<file path="src/rtl/dac_feed.sv">
// dac_feed: sample feeder for a first-order delta-sigma DAC modulator.
// Buffers RES-bit samples in a small FIFO (valid/ready in). Once per epoch of
// 2^LOG2_OSR enabled clocks it pops one sample and steps the modulator word.
// Optional feature macro: DAC_FEED_INTERP_EN
//   defined   -> linear ramp from the previous target to the new one
//   undefined -> zero-order hold (default build)
module dac_feed #(
  parameter int RES      = 8,
  parameter int LOG2_OSR = 6,
  parameter int FIFO_AW  = 3
) (
  input  logic               clk,
  input  logic               rst,
  input  logic [RES-1:0]     s_data,
  input  logic               s_valid,
  output logic               s_ready,
  input  logic               en,
  output logic [RES-1:0]     dac_in,
  output logic               underrun,
  output logic [FIFO_AW:0]   level
);

  localparam int DEPTH = 1 << FIFO_AW;

  // FIFO storage and bookkeeping
  logic [RES-1:0]       mem_q [DEPTH];
  logic [FIFO_AW-1:0]   wr_ptr_q, rd_ptr_q;
  logic [FIFO_AW:0]     count_q, count_d;
  logic [LOG2_OSR-1:0]  ph_q;
  logic                 underrun_q;

  logic                 full, empty, wr, epoch, pop;
  logic [RES-1:0]       head;

  assign full    = (count_q == (FIFO_AW+1)'(DEPTH));
  assign empty   = (count_q == '0);
  // Readiness is judged on the pre-pop occupancy: a full FIFO refuses even
  // when an epoch pops in the same cycle.
  assign s_ready = !full && !rst;
  assign wr      = s_valid && s_ready;
  assign epoch   = en && (ph_q == '1);
  assign pop     = epoch && !empty;
  assign head    = mem_q[rd_ptr_q];

  assign level    = count_q;
  assign underrun = underrun_q;

  // Occupancy next-state from the write/pop combination
  always_comb begin
    // NOTE: default assignment first so every path drives count_d; without it
    // a missing branch would infer a latch.
    count_d = count_q;
    if (wr && !pop)      count_d = count_q + 1'b1;
    else if (pop && !wr) count_d = count_q - 1'b1;
  end

  // FIFO pointers, occupancy, epoch phase and sticky underrun flag
  always_ff @(posedge clk) begin
    // NOTE: state uses non-blocking assignments so every register samples
    // pre-edge values regardless of statement order.
    if (rst) begin
      wr_ptr_q   <= '0;
      rd_ptr_q   <= '0;
      count_q    <= '0;
      ph_q       <= '0;
      underrun_q <= 1'b0;
    end else begin
      count_q <= count_d;
      if (wr)  wr_ptr_q <= wr_ptr_q + 1'b1;
      if (pop) rd_ptr_q <= rd_ptr_q + 1'b1;
      // Phase wraps naturally from all-ones to zero on the epoch
      if (en)  ph_q <= ph_q + LOG2_OSR'(1);
      if (epoch && empty) underrun_q <= 1'b1;
    end
  end

  // Sample storage write port
  always_ff @(posedge clk) begin
    // NOTE: storage is deliberately not reset; emptiness is tracked by
    // count_q, and leaving the array unreset lets it map onto plain RAM.
    if (wr) mem_q[wr_ptr_q] <= s_data;
  end

`ifdef DAC_FEED_INTERP_EN
  localparam int ACC_W = RES + LOG2_OSR;

  logic [RES-1:0]        b_q;
  logic signed [RES:0]   step_q;
  logic [ACC_W-1:0]      acc_q;
  logic signed [ACC_W-1:0] step_ext;

  // Sign-extend the per-cycle step to accumulator width
  assign step_ext = ACC_W'(step_q);

  // Ramp state: jump to the old target at the epoch, then add step each
  // enabled cycle so the ramp lands exactly on the new target one epoch later.
  always_ff @(posedge clk) begin
    if (rst) begin
      acc_q  <= '0;
      b_q    <= '0;
      step_q <= '0;
    end else if (epoch) begin
      acc_q <= {b_q, {LOG2_OSR{1'b0}}};
      if (!empty) begin
        b_q    <= head;
        step_q <= {1'b0, head} - {1'b0, b_q};
      end else begin
        step_q <= '0;
      end
    end else if (en) begin
      acc_q <= acc_q + step_ext;
    end
  end

  assign dac_in = acc_q[ACC_W-1:LOG2_OSR];
`else
  logic [RES-1:0] dac_q;

  // Zero-order hold: load the popped sample, hold on underrun or when idle
  always_ff @(posedge clk) begin
    if (rst)      dac_q <= '0;
    else if (pop) dac_q <= head;
  end

  assign dac_in = dac_q;
`endif

endmodule
</file>
<file path="config.mk">
export PLATFORM = sky130hd
export DESIGN_NAME = dac_feed
export DESIGN_NICKNAME = d
export VERILOG_FILES = /design/src/rtl/dac_feed.sv
export SDC_FILE = /design/constraint.sdc
export NUM_CORES = 1
export LEC_CHECK = 0
export ABC_AREA = 1
export BUFFER_PORTS_ARGS = -buffer_cell sky130_fd_sc_hd__buf_2
export CAP_MARGIN = 20
export CORE_UTILIZATION = 38
export DETAILED_ROUTE_END_ITERATION = 7
export GPL_TIMING_DRIVEN = 0
export PLACE_DENSITY = 0.63
export SLEW_MARGIN = 20
export SYNTH_ARGS = -nofsm -noshare
export SYNTH_HDL_FRONTEND = slang
export SYNTH_SLANG_ARGS = --single-unit
</file>
<file path="constraint.sdc">
create_clock -name clk -period 4.82 [get_ports clk]
set_clock_uncertainty 0.15 [all_clocks]
set_input_delay 0.482 -clock clk [delete_from_list [all_inputs] [get_ports clk]]
set_output_delay 0.482 -clock clk [all_outputs]
set_load 0.01 [all_outputs]
</file>
# Word level (Yosys, flattened, before mapping)
# Memories as Yosys holds them, arrays and structs flattened. A register that Yosys moved wholly into a read port is not among the register bits.
# Cells that the tools add are included.
[totals]
mem_bits_rw = 64
n_memories = 1
wordCells = 31
latch_bits = 0
romBits = 0
regBits = 17
[mem_list]
columns = ["memory", "words", "word_bits", "rd", "rd_ports_with_merged_regs", "write_ports", "line", "text"]
rows = [
  ["mem_q", 8, 8, 1, 1, 1, "26", "logic [RES-1:0] mem_q [DEPTH];"],
]
[op_classes]
n_mux = 4
addsub = 5
shift = 0
div = 0
eq_ne = 2
reduce_logical = 14
mul = 0
bitwise_logic = 0
order_cmp = 0
[op_table]
columns = ["operator", "n"]
rows = [
  ["$mux 4", 2],
  ["$logic_and 1x1->1", 7],
  ["$add 3x1->3 const B", 2],
  ["$add 6x1->6 const B", 1],
  ["$eq 6x6->1 const B", 1],
  ["$logic_not 1->1", 5],
  ["$add 4x1->4 const B", 1],
  ["$eq 4x4->1 const B", 1],
  ["$logic_not 4->1", 1],
  ["$sub 4x1->4 const B", 1],
  ["$mux 1", 2],
  ["$reduce_bool 2->1", 1],
]

# Depth between registers and ports, before layout
[depth]
ltp_word = 8
ltp_mapped = 17

# Worst setup path before layout
# Ideal clock, no wire load.
[synth_timing]
kind = "register -> register"
startpoint = "reg ph_q[0]"
endpoint = "reg count_q[3] (netlist: level[3])"
t_required_ps = 4600
path_slack_ps = 2396
synth_period_minus_slack_ps = 2424
path_stages_with_launch = 17
n_path_buf = 1
arrival_ps = 2204
cell_sequence = "dfxtp_1 > ha_1 > nand2_2 > nor2_2 > nand3_2 > nor2_4 > inv_1 > buf_6 > ha_1 > inv_1 > ha_1 > or2_2 > nand2_1 > nand2_1 > nand2_1 > nand2_1 > a21oi_1"
[synth_between]
elab_chain_cells = 6
[synth_rtl]
columns = ["item", "line", "text"]
rows = [
  ["start: declaration", "29", "logic [LOG2_OSR-1:0] ph_q;"],
  ["start signal: assignment", "72", "if (en) ph_q <= ph_q + LOG2_OSR'(1);"],
  ["$eq 6x6->1 (*)", "41", "assign epoch = en && (ph_q == '1);"],
  ["$logic_and 1x1->1 (*)", "41", ""],
  ["$logic_and 1x1->1 (*)", "42", "assign pop = epoch && !empty;"],
  ["$logic_not 1->1", "53", "if (wr && !pop) count_d = count_q + 1'b1;"],
  ["$logic_and 1x1->1", "53", ""],
  ["$mux 4 or $reduce_bool 2->1 (tied branches)", "--", ""],
  ["end signal: assignment", "68", "count_q <= count_d;"],
  ["end: declaration", "28", "logic [FIFO_AW:0] count_q, count_d;"],
]
# Every way passes the cells marked *; elsewhere a longest branch is shown, timed or not.
# A chain may end at the register's enable or synchronous reset.

# Worst setup path in the final report
# Ends and elaborated chain as after synthesis.

==> impl_metrics.tcl <==
set metrics [dict create \
    synthCells 405 \
    maxCapViolCount 0 \
    dp_hpwl_mm 5.55 \
    syn_nets 424 \
    wl_per_cell_um 13.9 \
    port_buffers 24 \
    p_leak_uw 0.00188 \
    grt_usage 0.170 \
    synth_fa_ha_area_frac 0.0244 \
    antenna_found_initial 0 \
    syn_to_final_growth_pct 14.8 \
    final_common_cell "nand2_1" \
    ys_seq_area_frac 0.623 \
    clock_sinks 89 \
    crit_family "simple AND/OR/NAND/NOR gates" \
    rr_endpoint "level[3]" \
    wl_mm 8.04 \
    cp_max_fo 10 \
    path_cells "ha_1, nand2_2, nor2_2, nand3_2, nor2_4, inv_1, buf_6, ha_1, inv_1, ha_1, or2_2, nand2_1, nand2_1, nand2_1, nand2_1, a21oi_1" \
    synth_seq_cells 89 \
    rsz0062_at_grt "no" \
    highest_layer "met4" \
    clock_latency_ps 380 \
    cts_setup_buffers 0 \
    min_path_type "primary input to register" \
    post-route-worst-setup-slack_ps 2130 \
    core_area_um2 9860 \
    start_util 0.394 \
    crit_top_cell "nand2_1" \
    dr_wl_met3_um 405 \
    pre_cts_slack_ps 1930 \
    num_vias 2719 \
    most-common-layout-cells "nand2_1 (108), inv_1 (68), edfxtp_1 (64)" \
    status "completed" \
    slew_headroom 0.476 \
    antennaDiodeCount 0 \
    synth_top_family_by_area "simple AND/OR/NAND/NOR gates" \
    drc 0 \
    cp_num_cells 16 \
    powerDensity_nw_per_um2 348 \
    final_nets 460 \
    globalplace.congestion 0.746 \
    clock-root-buffer "clkbuf_8" \
    wl_met2_mm 3.63 \
    numCtsBuffers 9 \
    cts_resized 0 \
    worst_pin_slew_ps 782 \
    endpoint_kind "register" \
    fp.dieW_um 103 \
    path_buf_inv 3 \
    htree_num_levels 3 \
    crit_slowest_cell "dfxtp_1" \
    critPathCapture "level[3]" \
    yosysWarningCount 0 \
    peakVddDrop_v 0.000178 \
    slew_violations 0 \
    cts.clk_slew.worst_paths_ps 90 \
    worstPathArrival_ps 2840 \
    first_pass_iters 4 \
    setup_tns_ps 0 \
    grt_overflow 0 \
    crit_path_start_kind "register" \
    io_pins 26 \
    ctsHoldBuffers 0 \
    max_stage_delay_ps 380 \
    synth-simple-area-share 0.210 \
    final_antenna_net_count 0 \
    syn_area_per_cell_um2 9.61 \
    r2r_slack_ps 2130 \
    r2r_cells 16 \
    grt_max_degree 17 \
    grt_pass1_vias 2554 \
    die_area_um2 10600 \
    period_needed_ps 2690 \
    die_y_um 103 \
    fmax_mhz 372 \
    synth_xor_xnor_area_share 0.0135 \
    synth_mux_area_frac 0 \
    rows 36 \
    crit_start "ph_q[0]" \
    layout-drive-gt1-share 0.146 \
    tritoncts "yes" \
    crit_required_ps 4980 \
    finalHoldViolCount 0 \
    fin_util 0.453 \
    setup_violations 0 \
    reg2reg_from "ph_q[0]" \
    grt_first_pass_wirelength_mm 13.1 \
    post-route-period-util 0.557 \
    synth_cell_types 24 \
    clockBufferDepth 2 \
    viasPerCell 4.70 \
    synth_area_um2 3890 \
    total_power_uw 1560 \
    path_class "register to register" \
    drt-initial-drc-count 251 \
    met1_length_mm 3.90 \
    synth-compound-area-share 0.0379 \
]
[sequential cells by signal (all words and copies together) (netlist names)]
signal    cells
mem_q        64
dac_in        8
ph_q          6
level         4
rd_ptr_q      3
wr_ptr_q      3
underrun      1
[per-layer routing]
layer	global-route usage	vias up
li1	-	1381
met2	0.258	57
met5	0	-
met4	0.0607	0
met1	0.233	1272
met3	0.0491	9
[cell usage after synthesis (all sizes together)]
library cell	count	area share
dfxtp	25	0.13
xor2	6	0.014
nor3b	1	0.0019
clkbuf	3	0.0029
a31oi	2	0.0032
o21ai	9	0.012
nand2	109	0.11
ha	6	0.019
edfxtp	64	0.49
nor3	10	0.013
nand3	53	0.069
nor2	16	0.018
a21oi	18	0.023
fa	1	0.0051
inv	68	0.066
or2	1	0.0016
buf	13	0.023
[kinds of logic after synthesis]
kind of cell             Yosys count
AO/OA/AOI/OAI                     29
XOR/XNOR                           6
adder cells (fa/ha/maj)            7
buffers and inverters             84
flip-flops                        89
AND/OR/NAND/NOR                  190
[how the worst min path moves through the flow]
| stage | startpoint | endpoint | slack, ps | depth (start not counted) |
|---|---|---|---|---|
| floorplan | ph_q[0] | ph_q[0] | 300 | 1 |
| global placement | dac_in[4] | dac_in[4] | 300 | 2 |
| detailed placement | dac_in[1] | dac_in[1] | 300 | 2 |
| CTS | rst | wr_ptr_q[2] | 140 | 2 |
| global route | rst | rd_ptr_q[2] | 140 | 2 |
| finish | rst | dac_in[7] | 160 | 2 |
[power by group]
group	leakage [µW]	total, µW	internal, µW	switching (µW)
Clock	0.000121	636	350	287
Combinational	0.000981	78.3	27.0	51.3
Sequential	0.000781	841	832	9.47
[area by class of cell]
cell class	count	area (µm²)
buffer	16	103
clock buffer	9	124
clock inverter	7	124
fill	930	5400
inverter	68	255
multi-input combinational	232	1150
sequential	89	2420
tap	133	166
timing repair buffer	25	125
[stage by stage]
stage	hold WS, ps	cells	area, µm²
2_1_floorplan	305	405	3890
3_5_place_dp	302	563	4210
3_3_place_gp	301	562	4180
5_1_grt	144	579	4470
4_1_cts	141	579	4460
6_report	156	579	4470
Power figures use the tool's default switching activity.
